**src/rtl/turbo_decode_scheduler_pkg.sv**
```systemverilog
// Shared types and helpers for the turbo decoder launch scheduler.
package turbo_sched_pkg;

    typedef enum logic [2:0] {
        IDLE     = 3'd0,
        LAUNCH   = 3'd1,
        WAIT     = 3'd2,
        RESPOND  = 3'd3,
        COOLDOWN = 3'd4
    } sched_state_t;

    // Widest requester vector the round-robin helper can search.
    localparam int unsigned RR_MAX_REQ = 32;

    // Round-robin pick: first set bit of req searching upward from last+1,
    // wrapping at n. Returns 0 when nothing is requested.
    function automatic int unsigned rr_pick(
        input logic [RR_MAX_REQ-1:0] req,
        input int unsigned           last,
        input int unsigned           n
    );
        int unsigned idx;
        int unsigned pick;
        logic        found;
        pick  = 32'd0;
        found = 1'b0;
        for (int unsigned k = 32'd1; k <= RR_MAX_REQ; k++) begin
            idx = last + k;
            if (idx >= n) begin
                idx = idx - n;
            end else begin
                idx = idx;
            end
            if ((k <= n) && !found && req[idx[4:0]]) begin
                pick  = idx;
                found = 1'b1;
            end else begin
                pick  = pick;
            end
        end
        return pick;
    endfunction

endpackage

```
**src/rtl/turbo_decode_scheduler_rr_arbiter.sv**
```systemverilog
// Combinational round-robin arbiter: picks the next requester after 'last'.
module rr_arbiter
    import turbo_sched_pkg::*;
#(
    parameter int REQ = 2,
    parameter int IDW = $clog2(REQ)
) (
    input  logic [REQ-1:0] req,
    input  logic [IDW-1:0] last,
    output logic [IDW-1:0] grant_idx,
    output logic           any
);

    logic [RR_MAX_REQ-1:0] req_ext_s;

    // Widen the request vector and search it from last+1 with wrap-around.
    always_comb begin
        req_ext_s          = {RR_MAX_REQ{1'b0}};
        req_ext_s[REQ-1:0] = req;
        grant_idx          = IDW'(rr_pick(req_ext_s, 32'(last), 32'(REQ)));
        any                = |req;
    end

endmodule

```
**src/rtl/turbo_decode_scheduler.sv**
```systemverilog
// Launch scheduler for a single shared turbo decoder: round-robin grant,
// one-cycle launch pulse, bounded wait for the result, tagged completion
// and a forced idle gap between launches.
module turbo_decode_scheduler
    import turbo_sched_pkg::*;
#(
    parameter int REQ     = 2,
    parameter int IDW     = $clog2(REQ),
    parameter int TIMEOUT = 128,
    parameter int GAP     = 4,
    parameter int CNTW    = 16
) (
    input  logic            clk,
    input  logic            rst_n,
    input  logic [REQ-1:0]  req_valid,
    output logic [REQ-1:0]  req_ready,
    output logic [IDW-1:0]  dec_sel,
    output logic            dec_in_valid,
    input  logic            dec_out_valid,
    output logic            rsp_valid,
    output logic [IDW-1:0]  rsp_id,
    output logic            rsp_timeout,
    output logic            busy,
    output logic [CNTW-1:0] timeout_cnt,
    output logic [CNTW-1:0] stray_cnt
);

    localparam int WW = $clog2(TIMEOUT);
    localparam int GW = (GAP > 1) ? $clog2(GAP) : 1;

    localparam logic [WW-1:0]   WAIT_LAST = WW'(TIMEOUT - 1);
    localparam logic [WW-1:0]   WAIT_INC  = WW'(1);
    localparam logic [GW-1:0]   GAP_LAST  = GW'((GAP > 0) ? (GAP - 1) : 0);
    localparam logic [GW-1:0]   GAP_INC   = GW'(1);
    localparam logic [IDW-1:0]  RR_RESET  = IDW'(REQ - 1);
    localparam logic [CNTW-1:0] CNT_MAX   = {CNTW{1'b1}};
    localparam logic [CNTW-1:0] CNT_INC   = CNTW'(1);
    localparam logic [REQ-1:0]  ONE_HOT0  = REQ'(1);

    sched_state_t    state_r;
    sched_state_t    state_nxt_s;
    logic [WW-1:0]   wait_cnt_r;
    logic [GW-1:0]   gap_cnt_r;
    logic [IDW-1:0]  rr_last_r;
    logic [IDW-1:0]  dec_sel_r;
    logic [REQ-1:0]  req_ready_r;
    logic            dec_in_valid_r;
    logic            rsp_valid_r;
    logic [IDW-1:0]  rsp_id_r;
    logic            rsp_timeout_r;
    logic            busy_r;
    logic [CNTW-1:0] timeout_cnt_r;
    logic [CNTW-1:0] stray_cnt_r;

    logic [IDW-1:0]  grant_idx_s;
    logic            grant_any_s;
    logic            timeout_hit_s;
    logic            stray_hit_s;

    rr_arbiter #(
        .REQ (REQ),
        .IDW (IDW)
    ) u_rr_arbiter (
        .req       (req_valid),
        .last      (rr_last_r),
        .grant_idx (grant_idx_s),
        .any       (grant_any_s)
    );

    // Next-state decode; a result arriving on the timeout terminal cycle wins.
    always_comb begin
        state_nxt_s   = state_r;
        timeout_hit_s = 1'b0;
        case (state_r)
            IDLE: begin
                if (grant_any_s) begin
                    state_nxt_s = LAUNCH;
                end else begin
                    state_nxt_s = IDLE;
                end
            end
            LAUNCH: begin
                state_nxt_s = WAIT;
            end
            WAIT: begin
                if (dec_out_valid) begin
                    state_nxt_s = RESPOND;
                end else if (wait_cnt_r == WAIT_LAST) begin
                    state_nxt_s   = RESPOND;
                    timeout_hit_s = 1'b1;
                end else begin
                    state_nxt_s = WAIT;
                end
            end
            RESPOND: begin
                if (GAP > 0) begin
                    state_nxt_s = COOLDOWN;
                end else begin
                    state_nxt_s = IDLE;
                end
            end
            COOLDOWN: begin
                if (gap_cnt_r == GAP_LAST) begin
                    state_nxt_s = IDLE;
                end else begin
                    state_nxt_s = COOLDOWN;
                end
            end
            default: begin
                state_nxt_s = IDLE;
            end
        endcase
        stray_hit_s = dec_out_valid && (state_r != WAIT);
    end

    // State register.
    always_ff @(posedge clk or negedge rst_n) begin
        if (!rst_n) begin
            state_r <= IDLE;
        end else begin
            state_r <= state_nxt_s;
        end
    end

    // Wait-for-result and cooldown cycle counters.
    always_ff @(posedge clk or negedge rst_n) begin
        if (!rst_n) begin
            wait_cnt_r <= {WW{1'b0}};
            gap_cnt_r  <= {GW{1'b0}};
        end else begin
            case (state_r)
                LAUNCH:   wait_cnt_r <= {WW{1'b0}};
                WAIT:     wait_cnt_r <= wait_cnt_r + WAIT_INC;
                default:  wait_cnt_r <= wait_cnt_r;
            endcase
            case (state_r)
                RESPOND:  gap_cnt_r <= {GW{1'b0}};
                COOLDOWN: gap_cnt_r <= gap_cnt_r + GAP_INC;
                default:  gap_cnt_r <= gap_cnt_r;
            endcase
        end
    end

    // Capture the granted requester; it steers the y mux until the next grant.
    always_ff @(posedge clk or negedge rst_n) begin
        if (!rst_n) begin
            rr_last_r <= RR_RESET;
            dec_sel_r <= {IDW{1'b0}};
        end else if ((state_r == IDLE) && grant_any_s) begin
            rr_last_r <= grant_idx_s;
            dec_sel_r <= grant_idx_s;
        end else begin
            rr_last_r <= rr_last_r;
            dec_sel_r <= dec_sel_r;
        end
    end

    // Registered handshake pulses, decoded from the state being entered.
    always_ff @(posedge clk or negedge rst_n) begin
        if (!rst_n) begin
            req_ready_r    <= {REQ{1'b0}};
            dec_in_valid_r <= 1'b0;
            rsp_valid_r    <= 1'b0;
            rsp_id_r       <= {IDW{1'b0}};
            rsp_timeout_r  <= 1'b0;
            busy_r         <= 1'b0;
        end else begin
            req_ready_r    <= (state_nxt_s == LAUNCH) ? (ONE_HOT0 << grant_idx_s) : {REQ{1'b0}};
            dec_in_valid_r <= (state_nxt_s == LAUNCH);
            rsp_valid_r    <= (state_nxt_s == RESPOND);
            rsp_id_r       <= (state_nxt_s == RESPOND) ? dec_sel_r : {IDW{1'b0}};
            rsp_timeout_r  <= timeout_hit_s;
            busy_r         <= (state_nxt_s != IDLE);
        end
    end

    // Saturating diagnostic counters for lost frames and unexpected results.
    always_ff @(posedge clk or negedge rst_n) begin
        if (!rst_n) begin
            timeout_cnt_r <= {CNTW{1'b0}};
            stray_cnt_r   <= {CNTW{1'b0}};
        end else begin
            if (timeout_hit_s && (timeout_cnt_r != CNT_MAX)) begin
                timeout_cnt_r <= timeout_cnt_r + CNT_INC;
            end else begin
                timeout_cnt_r <= timeout_cnt_r;
            end
            if (stray_hit_s && (stray_cnt_r != CNT_MAX)) begin
                stray_cnt_r <= stray_cnt_r + CNT_INC;
            end else begin
                stray_cnt_r <= stray_cnt_r;
            end
        end
    end

    assign req_ready    = req_ready_r;
    assign dec_sel      = dec_sel_r;
    assign dec_in_valid = dec_in_valid_r;
    assign rsp_valid    = rsp_valid_r;
    assign rsp_id       = rsp_id_r;
    assign rsp_timeout  = rsp_timeout_r;
    assign busy         = busy_r;
    assign timeout_cnt  = timeout_cnt_r;
    assign stray_cnt    = stray_cnt_r;

endmodule

```
**config.mk**
```make
export PLATFORM = sky130hd
export DESIGN_NAME = turbo_decode_scheduler
export DESIGN_NICKNAME = d
export VERILOG_FILES = /design/src/rtl/turbo_decode_scheduler_pkg.sv /design/src/rtl/turbo_decode_scheduler_rr_arbiter.sv /design/src/rtl/turbo_decode_scheduler.sv
export SDC_FILE = /design/constraint.sdc
export NUM_CORES = 1
export LEC_CHECK = 0
export ABC_AREA = 1
export CORE_MARGIN = 5
export CORE_UTILIZATION = 58
export CTS_CLUSTER_SIZE = 30
export DETAILED_ROUTE_END_ITERATION = 8
export PLACE_DENSITY = 0.85
export SETUP_SLACK_MARGIN = 0.4
export SLEW_MARGIN = 10
export SYNTH_ARGS = -nofsm -noshare
export SYNTH_HDL_FRONTEND = slang
export SYNTH_SLANG_ARGS = --single-unit
```
**constraint.sdc**
```tcl
create_clock -name clk -period 4.5 [get_ports clk]
set_input_delay 0.9 -clock clk [delete_from_list [all_inputs] [get_ports clk]]
set_output_delay 0.9 -clock clk [all_outputs]
set_load 0.05 [all_outputs]
```
==> flow_summary.toml <==
[finish]
fin_util_pct = 70.8
final.fill_count = 422
nNetsFinal = 444
diodes = 0
multiInputGateArea_um2 = 1470
regArea_um2 = 1330
area_growth_pct = 20.0
drive_gt1_share_pct = 9.17

[placement]
hpwl_um = 4570
globalplace.congestion = 0.888
io_buffers = 44

[synth]
synth.ff_latch_count = 53
synth.yosys.seq_area_share_pct = 44.7
netlist_top_cells_area = "dfrtp_1 44%, nand2_1 21%, nor2_1 4.7%"
synth_top_area_share_pct = 43.8
synthFlopType = "dfrtp_1"
synth_edf_count = 0
yosys.area.top_type = "dfrtp_1"
synth.net_count = 396
syn_area_um2 = 2970
synth.avg_cell_area_um2 = 7.68
syn_inst = 387
async_reset_ff_share_pct = 100
ys_types = 31
ys_warn_count = 0

[clock_network]
cts_tree = "done"
cts_buffer_depth = 2
cts_buffers = 5
cts_hold_buf = 0
post_cts_buffers = 0
htreeDepth = 2
insertion_delay_ns = 0.31
cts_resized = 0
clk_pin_slew_ns = 0.10
cts_root_buffer = "clkbuf_8"
clkSinkCount = 53

[flow_run]
cap_violations = 0

[pwr]
power_frac_seq_pct = 40.9
p_int_w = 0.000922
total_leakage_power_nw = 1.66
p_switching_w = 0.000662
clock_power_share_pct = 21.5
pwr_density_cell_nw_per_um2 = 444
p_comb_share_pct = 37.6
swShare_pct = 41.8
vdd_drop_max_mv = 0.240

[min_path]
hold_depth = 2
hold_path.class = "flop to flop"
hold_end = "rr_last_r$_DFFE_PN1N_"
hold_start = "rr_last_r$_DFFE_PN1N_"

[detailed_routing]
first_iter_violations = 193
wl_per_cell_um = 12.4
routed_wl_um = 6280
first_pass_iters = 5
drtAntennaViolNets = 0
via_per_inst = 5.19
num_vias = 2624
drc = 0

[die]
core.rowCount = 26
initial_core_util_pct = 59.0
ioPinCount = 45
dieArea_um2 = 6660
die_w_um = 81.6
die_h_um = 81.6
coreArea_um2 = 5040

[global_routing]
grt.total_usage_pct = 20.9
grt_pass1_vias = 2588
antenna_found_initial = 0
overflow = 0
grt_max_degree = 54
grt_pass1_wl_um = 11100

[sta]
hold_viol = 0
setup_viol = 0
setup_tns_ns = 0
clock_skew_ns = 0.00905
rsz0062_at_grt = "false"
hold_ws_ns = 0.478
clock.fmax_mhz = 392
drv_slew = 0
finalCriticalPeriod_ns = 2.55
tightestPinTransition_ns = 0.665
relSlewSlack_pct = 55.7
fin_crit_sh_pct = 56.6

[worst_setup_path]
worstPathRequired_ns = 3.60
critical_path_class = "flop to primary output"
r2r-start = "stray_cnt[0]$_DFFE_PN0P_"
crit_path_top_delay_cell = "clkdlybuf4s50_1"
critical_path.top_delay_family = "buffers and inverters"
reg2reg_setup_slack_ns = 2.70
crit_path_max_incr_delay_ns = 0.85
ff2ff_path_depth = 7
cp.arrival_ns = 1.65
cp_max_fo = 5
r2r_end = "stray_cnt[11]$_DFFE_PN0P_"
critPathCaptureType = "primary output"
startpoint_type = "flop"
critical_path_buf_inv_count = 1
path_cells = "clkdlybuf4s50_1"

[status]
outcome = "completed"
-- per-stage QoR --
stage,power (W),setup slack (ns),instance area (µm²),instances
after floorplan,0.00107,2.63,2970,387
after global placement,0.00123,2.20,3450,498
after detailed placement,0.00126,2.17,3450,498
after CTS,0.00160,1.95,3570,506
after global routing,0.00169,1.89,3570,506
final,0.00158,1.95,3570,506
-- cell families after synthesis --
family | Yosys count | share of synthesized area (%)
and+or+nand+nor | 250 | 37.6
AOI/OAI and AO/OA | 28 | 5.68
DFF | 53 | 44.7
adders and majority gates | 4 | 1.68
xor gates and xnor gates | 15 | 4.42
buffers and inverters | 37 | 5.98
-- routing by layer --
metal | up-vias | part of all wire (%) | global-route usage [%]
li1 | 1316 | - | -
met1 | 1238 | 46 | 27.2
met2 | 62 | 50 | 37.1
met3 | 8 | 3.7 | 3.29
met4 | 0 | 1.1 | 4.15
met5 | - | 0 | 0
-- cell usage in the layout, fill, tap and decap left out, drive strengths merged, types with 3 or more instances in the layout --
cell           instances
nor2                  49
xor2                   3
xnor2                 12
clkbuf                 5
o21ai                 19
dfrtp                 52
nand3                 16
clkdlybuf4s50         43
nand4                 11
ha                     4
nand2                172
inv                   33
-- power by group through the flow --
stage | combinational (W) | sequential, W | clock, W
2_1_floorplan | 0.000235 | 0.000834 | 0
3_3_place_gp | 0.000581 | 0.000652 | 0
3_5_place_dp | 0.000601 | 0.000657 | 0
4_1_cts | 0.000602 | 0.000648 | 0.000346
5_1_grt | 0.000654 | 0.000662 | 0.000370
6_report | 0.000596 | 0.000649 | 0.000340
-- Yosys cell counts, types with 2 or more instances --
master	number
a21oi_1	2
buf_6	3
dfrtp_1	52
ha_1	4
inv_1	27
inv_2	5
nand2_1	163
nand2_2	5
nand2_4	4
nand3_1	14
nand3_2	2
nand4_1	11
nor2_1	37
nor2_2	5
nor2_4	6
o21ai_0	19
xnor2_1	12
xor2_1	3
-- cell type report --
cell class | instances | area share, %
clock buffer | 5 | 1.93
tap | 70 | 2.45
multi-input combinational | 297 | 41.1
inverter | 33 | 3.47
sequential | 53 | 37.2
timing repair buffer | 45 | 12.4
clock inverter | 3 | 1.40
-- worst max-delay path by stage --
stage                                     from                     endpoint  slack [ns]  cells after the start
floorplan           timeout_cnt[0]$_DFFE_PN0P_  timeout_cnt[11]$_DFFE_PN0P_        2.63                     10
global placement                 dec_out_valid    stray_cnt[11]$_DFFE_PN0P_        2.20                      4
detailed placement               dec_out_valid    stray_cnt[11]$_DFFE_PN0P_        2.17                      4
CTS                 timeout_cnt[4]$_DFFE_PN0P_               timeout_cnt[4]        1.95                      1
global route        timeout_cnt[4]$_DFFE_PN0P_               timeout_cnt[4]        1.89                      1
finish              timeout_cnt[4]$_DFFE_PN0P_               timeout_cnt[4]        1.95                      1
-- state kept, by name, indices dropped and copies added, names as in the netlist --
| signal | count |
|---|---|
| rsp_id | 1 |
| busy | 1 |
| gap_cnt_r | 2 |
| dec_sel | 1 |
| rsp_valid | 1 |
| rsp_timeout | 1 |
| dec_in_valid | 1 |
| stray_cnt | 16 |
| state_r | 3 |
| req_ready | 2 |
| timeout_cnt | 16 |
| wait_cnt_r | 7 |
| rr_last_r | 1 |
Power figures use the tool's default switching activity.
